===== src/rtl/mem_arbiter.sv =====
// mem_arbiter: round-robin arbiter with per-requester lock in front of a
// single synchronous-read data memory shared by the cpu core (requester 0)
// and the loader/debug port (requester 1).
module mem_arbiter #(
  parameter int ADDR_WIDTH = 6,
  parameter int DATA_WIDTH = 16
) (
  input  logic                  clk,
  input  logic                  rst_n,
  input  logic                  req0,
  input  logic                  we0,
  input  logic                  lock0,
  input  logic [ADDR_WIDTH-1:0] addr0,
  input  logic [DATA_WIDTH-1:0] wdata0,
  output logic                  gnt0,
  output logic                  rvalid0,
  input  logic                  req1,
  input  logic                  we1,
  input  logic                  lock1,
  input  logic [ADDR_WIDTH-1:0] addr1,
  input  logic [DATA_WIDTH-1:0] wdata1,
  output logic                  gnt1,
  output logic                  rvalid1,
  output logic [DATA_WIDTH-1:0] rdata,
  input  logic [DATA_WIDTH-1:0] mem_in,
  output logic                  mem_we,
  output logic [ADDR_WIDTH-1:0] mem_addr,
  output logic [DATA_WIDTH-1:0] mem_data
);

  typedef enum logic [1:0] {
    IDLE  = 2'd0,
    LOCK0 = 2'd1,
    LOCK1 = 2'd2
  } state_t;

  state_t state, state_n;
  logic   prio, prio_n;
  logic   arb_g0, arb_g1;

  // Arbitration and next-state: round-robin in IDLE, owner-only while locked
  always_comb begin
    arb_g0  = 1'b0;
    arb_g1  = 1'b0;
    state_n = state;
    prio_n  = prio;
    case (state)
      IDLE: begin
        if (req0 && (!req1 || !prio)) begin
          arb_g0  = 1'b1;
          prio_n  = 1'b1;
          state_n = lock0 ? LOCK0 : IDLE;
        end else if (req1) begin
          arb_g1  = 1'b1;
          prio_n  = 1'b0;
          state_n = lock1 ? LOCK1 : IDLE;
        end
      end
      LOCK0: begin
        if (req0) begin
          arb_g0  = 1'b1;
          state_n = lock0 ? LOCK0 : IDLE;
        end else begin
          state_n = IDLE;
        end
      end
      LOCK1: begin
        if (req1) begin
          arb_g1  = 1'b1;
          state_n = lock1 ? LOCK1 : IDLE;
        end else begin
          state_n = IDLE;
        end
      end
      default: state_n = IDLE;
    endcase
  end

  // Grants are suppressed while reset is asserted, which also idles the memory port
  assign gnt0 = arb_g0 & rst_n;
  assign gnt1 = arb_g1 & rst_n;

  // State, priority and one-cycle read-response pulses
  always_ff @(posedge clk or negedge rst_n) begin
    if (!rst_n) begin
      state   <= IDLE;
      prio    <= 1'b0;
      rvalid0 <= 1'b0;
      rvalid1 <= 1'b0;
    end else begin
      state   <= state_n;
      prio    <= prio_n;
      rvalid0 <= gnt0 & ~we0;
      rvalid1 <= gnt1 & ~we1;
    end
  end

  // Memory port follows the granted requester; all zero when nobody is granted
  always_comb begin
    mem_we   = 1'b0;
    mem_addr = '0;
    mem_data = '0;
    if (gnt0) begin
      mem_we   = we0;
      mem_addr = addr0;
      mem_data = wdata0;
    end else if (gnt1) begin
      mem_we   = we1;
      mem_addr = addr1;
      mem_data = wdata1;
    end
  end

  assign rdata = mem_in;

endmodule


===== config.mk =====
export PLATFORM = sky130hd
export DESIGN_NAME = mem_arbiter
export DESIGN_NICKNAME = d
export VERILOG_FILES = /design/src/rtl/mem_arbiter.sv
export SDC_FILE = /design/constraint.sdc
export NUM_CORES = 1
export LEC_CHECK = 0
export ABC_AREA = 1
export CAP_MARGIN = 20
export CELL_PAD_IN_SITES_DETAIL_PLACEMENT = 2
export CELL_PAD_IN_SITES_GLOBAL_PLACEMENT = 2
export CORE_MARGIN = 4
export CORE_UTILIZATION = 10
export DETAILED_ROUTE_END_ITERATION = 12
export HOLD_SLACK_MARGIN = 0.12
export PLACE_DENSITY = 0.9
export SLEW_MARGIN = 20
export SYNTH_ARGS = -nofsm -noshare
export SYNTH_HDL_FRONTEND = slang
export SYNTH_SLANG_ARGS = --single-unit

===== constraint.sdc =====
create_clock -name clk -period 1.9 [get_ports clk]
set_input_delay 0.19 -clock clk [delete_from_list [all_inputs] [get_ports clk]]
set_output_delay 0.19 -clock clk [all_outputs]
set_load 0.005 [all_outputs]

# ---- After elaboration in Yosys (flattened, before gate mapping)
# Index checks and enable logic that the tools add are counted.
dict set report totals {
  output_inout_bits 43
  register_bits 5
  input_bits 68
  word_cells 41
}
dict set report op_classes {
  eq_ne 3
  n_reduce_logical 7
  bitwise_logic 6
  n_mux 21
}
# cell count
set op_table {}
lappend op_table {{$mux 16} 2}
lappend op_table {{$mux 6} 2}
lappend op_table {{$mux 1} 10}
lappend op_table {{$mux 2} 4}
lappend op_table {{$pmux 2 s3} 1}
lappend op_table {{$and 1x1->1} 4}
lappend op_table {{$pmux 1 s2} 2}
lappend op_table {{$ne 3x3->1 const B} 1}
lappend op_table {{$eq 2x1->1 const B} 1}
lappend op_table {{$eq 2x2->1 const B} 1}
lappend op_table {{$logic_not 1->1} 2}
lappend op_table {{$logic_not 2->1} 1}
lappend op_table {{$not 1->1} 2}
lappend op_table {{$reduce_and 2->1} 1}
lappend op_table {{$reduce_bool 2->1} 1}
lappend op_table {{$logic_and 1x1->1} 1}
lappend op_table {{$logic_or 1x1->1} 1}

# ---- Longest topological paths before layout
dict set report depth {
  word_depth 8
  depth_mapped 6
  mapped_depth_nobuf 5
}

# ---- Least setup slack after synthesis
# OpenSTA, ideal clock, no wires.
dict set report synth_path {
  path_type {reg2out}
  start {register state[0]}
  end {output port mem_addr[0]}
  stages_incl_launch_ff 7
  arrival_ns 0.990
  required_ns 1.710
  slack_ns 0.720
  cell_sequence {dfrtp_1 -> inv_1 -> nand2_1 -> nor2_2 -> buf_6 -> nand3_1 -> nand2_1}
}
dict set report synth_between {
  elab_chain_len 5
}
# element line
set synth_rtl {}
lappend synth_rtl {{start: declaration} 37} ;# state_t state, state_n;
lappend synth_rtl {{start signal: assignment} 91} ;# state <= state_n;
lappend synth_rtl {{$eq 2x2->1 or $logic_not 2->1 (tied branches)} 47} ;# case (state)
lappend synth_rtl {{$pmux 1 s2} 47}
lappend synth_rtl {{$and 1x1->1} 81} ;# assign gnt1 = arb_g1 & rst_n;
lappend synth_rtl {{$mux 6} 107} ;# end else if (gnt1) begin
lappend synth_rtl {{$mux 6 (*)} 103} ;# if (gnt0) begin
lappend synth_rtl {{end: declaration} 27} ;# output logic [ADDR_WIDTH-1:0] mem_addr,
# Mark *: on every way between the ends. The rest lies on a longest branch, timed or not.

# ---- Worst setup path after layout
dict set report layout_path {
  start {input port rst_n}
  end {output port mem_data[5]}
}
dict set report layout_between {
  elab_chain_len 3
}
# element line
set layout_rtl {}
lappend layout_rtl {{start: declaration} 9} ;# input logic rst_n,
lappend layout_rtl {{$and 1x1->1} 81}
lappend layout_rtl {{$mux 16} 107}
lappend layout_rtl {{$mux 16 (*)} 103}
lappend layout_rtl {{end: declaration} 28} ;# output logic [DATA_WIDTH-1:0] mem_data
# Marked as above.

==> summary.txt <==
Run status -> finished clean
Rows -> 31
Setup crit end -> mem_data[5]
First-pass DRT Iterations -> 4
DRC Markers -> 0
Worst Path Class, Setup -> in2out
Max VDD drop -> 0.000136 V
Mapped Nets -> 196
Area of the multi-input gates -> 443 um^2
Cell Area, Synth -> 761 um^2
R2R depth -> 9
Fin crit period -> 1.83 ns
DPL Wire Length -> 3440 um
Critical path peak fanout -> 7
Initial antenna violation count -> 0
Register area -> 125 um^2
Flop-to-flop setup slack -> 0.58 ns
Worst Setup SP -> rst_n
Mapped Cells -> 128
P&R area growth vs syn -> 144%
Vias -> 1238
Worst Hold Slack -> 0.314 ns
Sequential area share after synthesis -> 0.164
Initial DRC count -> 14
Synth async-reset ratio -> 1.00
Top-count cell post-synth -> nand3_1
Layout Nets -> 288
Layout cells sized above 1 -> 0.196
Least-Margin Pin Slew -> 0.190 ns
Max-cap violations -> 0
Gr ovfl total -> 0
Final wirelength -> 4440 um
Starting density of the core -> 0.104
Die Span Y -> 95.2 um
Synth Register Bits -> 5
Area leader, netlist -> nand3_1
Hold buffers post-CTS -> 0
# H-tree levels -> 1
Primary FF master, synth -> dfrtp_1
Die area -> 9070 um^2
Root Driver -> clkbuf_8
Final Hold Vio Count -> 0
CTS tree -> yes
Largest net degree at the start of global routing -> 16
CP Data Arrival Time -> 1.64 ns
Area contributors post-synth -> nand3_1 (32%), buf_4 (18%), dfrtp_1 (16%)
Drt via density -> 3.89
Routed Antenna Nets -> 0
Fillers -> 876
Critical Path End Type -> output port
Post-synth EDFFs -> 0
Num CTS Buffers -> 3
Worst hold path type -> in2async
Number of port buffers -> 78
Die width -> 95.2 um
Vias in the first global route -> 1420
Fmax -> 547 MHz
Non-Filler Instances -> 318
Top post-synthesis cells by count -> nand3_1 (48), nand2_1 (33), buf_4 (18)
# IOs -> 111
Total chip power -> 810 uW
CP Launch Type -> input pin
CTS Sinks -> 5
Max Slew Vio Count -> 0
Worst Skew -> 0.000346 ns
FF-to-FF Start -> state[1]
Leak -> 0.000952 uW
Longest Clk Path Bufs -> 2
Crit path required time -> 1.71 ns
# setup viols final -> 0
Later-pin clock latency in the skew report -> 0.22 ns
Placed cell count -> 297
Clk slew on worst S/H paths -> 0.04 ns
GRT Resource Usage Total -> 0.0940
Final Cycle Share -> 0.962
Syn_area_per_cell -> 5.94 um^2
Ys Warns -> 0
Number of distinct library cells after synthesis -> 14
WL per Instance -> 14.0 um
Routability Congestion -> 0.704
Reg-to-Reg End -> rvalid0
First-pass GRT wire length -> 6580 um
Power per cell area -> 437 nW/um^2
Inserted Diodes -> 0
Synth top area share -> 0.316
Max_slew headroom -> 0.872
Core ar. -> 7330 um^2
## critical path, cell delays in order
cell	delay (ns)
clkdlybuf4s50_1	0.50
inv_2	0.08
nor2_4	0.13
buf_4	0.13
buf_12	0.10
buf_12	0.11
nand3_1	0.07
nand2_1	0.07
dlygate4sd2_1	0.25
## sequential cells by signal, indices dropped and copies added, names as in the netlist
| register | cells |
|---|---|
| prio | 1 |
| rvalid0 | 1 |
| rvalid1 | 1 |
| state | 2 |
## kinds of logic (layout without fill, tap and decap cells)
family          after synthesis  after routing  share of synthesized area
compound gates                4              4                     0.0263
simple gates                 89             89                      0.546
flops                         5              5                      0.164
buf+inv                      30            121                      0.263
## repair_timing
action                     in CTS  in global routing
hold endpoints to repair        0                  0
setup buffers                  10                  6
setup endpoints to repair      25                  9
cloned                          1                  0
gates resized for setup        37                  1
pin swaps                       1                  1
## per-layer routing
layer,track usage,part of all wire,vias up
li1,-,-,591
met1,0.0960,0.40,586
met2,0.194,0.52,57
met3,0.0166,0.076,4
met4,0.0204,0.0052,0
met5,0,0,-
## worst min-delay path by stage
stage	from	depth (start not counted)	endpoint
2_1_floorplan	rst_n	0	prio
3_3_place_gp	mem_in[12]	0	rdata[12]
3_5_place_dp	mem_in[12]	0	rdata[12]
4_1_cts	rst_n	2	state[0]
5_1_grt	rst_n	2	rvalid0
6_report	rst_n	2	state[0]
## where the power goes
part / internal, uW / switching [uW]
Clock: 144 / 51.7
Combinational: 285 / 201
Sequential: 119 / 9.67
## cells in the final DEF, fill, tap and decap left out, types with 2 or more instances in the layout
cell              n
o21ai_0           2
inv_1             3
clkdlybuf4s50_1  51
buf_12            5
buf_6             4
dlygate4sd2_1    26
nor2_1            4
nor2_4            2
inv_2             3
a21oi_1           2
buf_4            23
clkbuf_8          3
nand2_1          32
nand3_1          48
dfrtp_1           5
## per-stage QoR
step	setup TNS, ns	setup WS (ns)	utilization	area, um^2
after floorplan	0	0.720	-	761
after global placement	-1.87	-0.0996	0.224	1650
after detailed placement	-2.34	-0.127	0.224	1650
after CTS	0	0.0318	0.245	1790
after global routing	-0.0291	-0.0167	0.253	1850
final	0	0.0730	0.253	1850
## layout make-up
class                   count  share of cell area
repair buffers            111               0.590
multi-input cells          93               0.239
flip-flops and latches      5              0.0675
well taps                  99              0.0668
clock buffers               4              0.0243
inverters                   6              0.0122
Note: power is estimated with default switching activity, not from simulation.
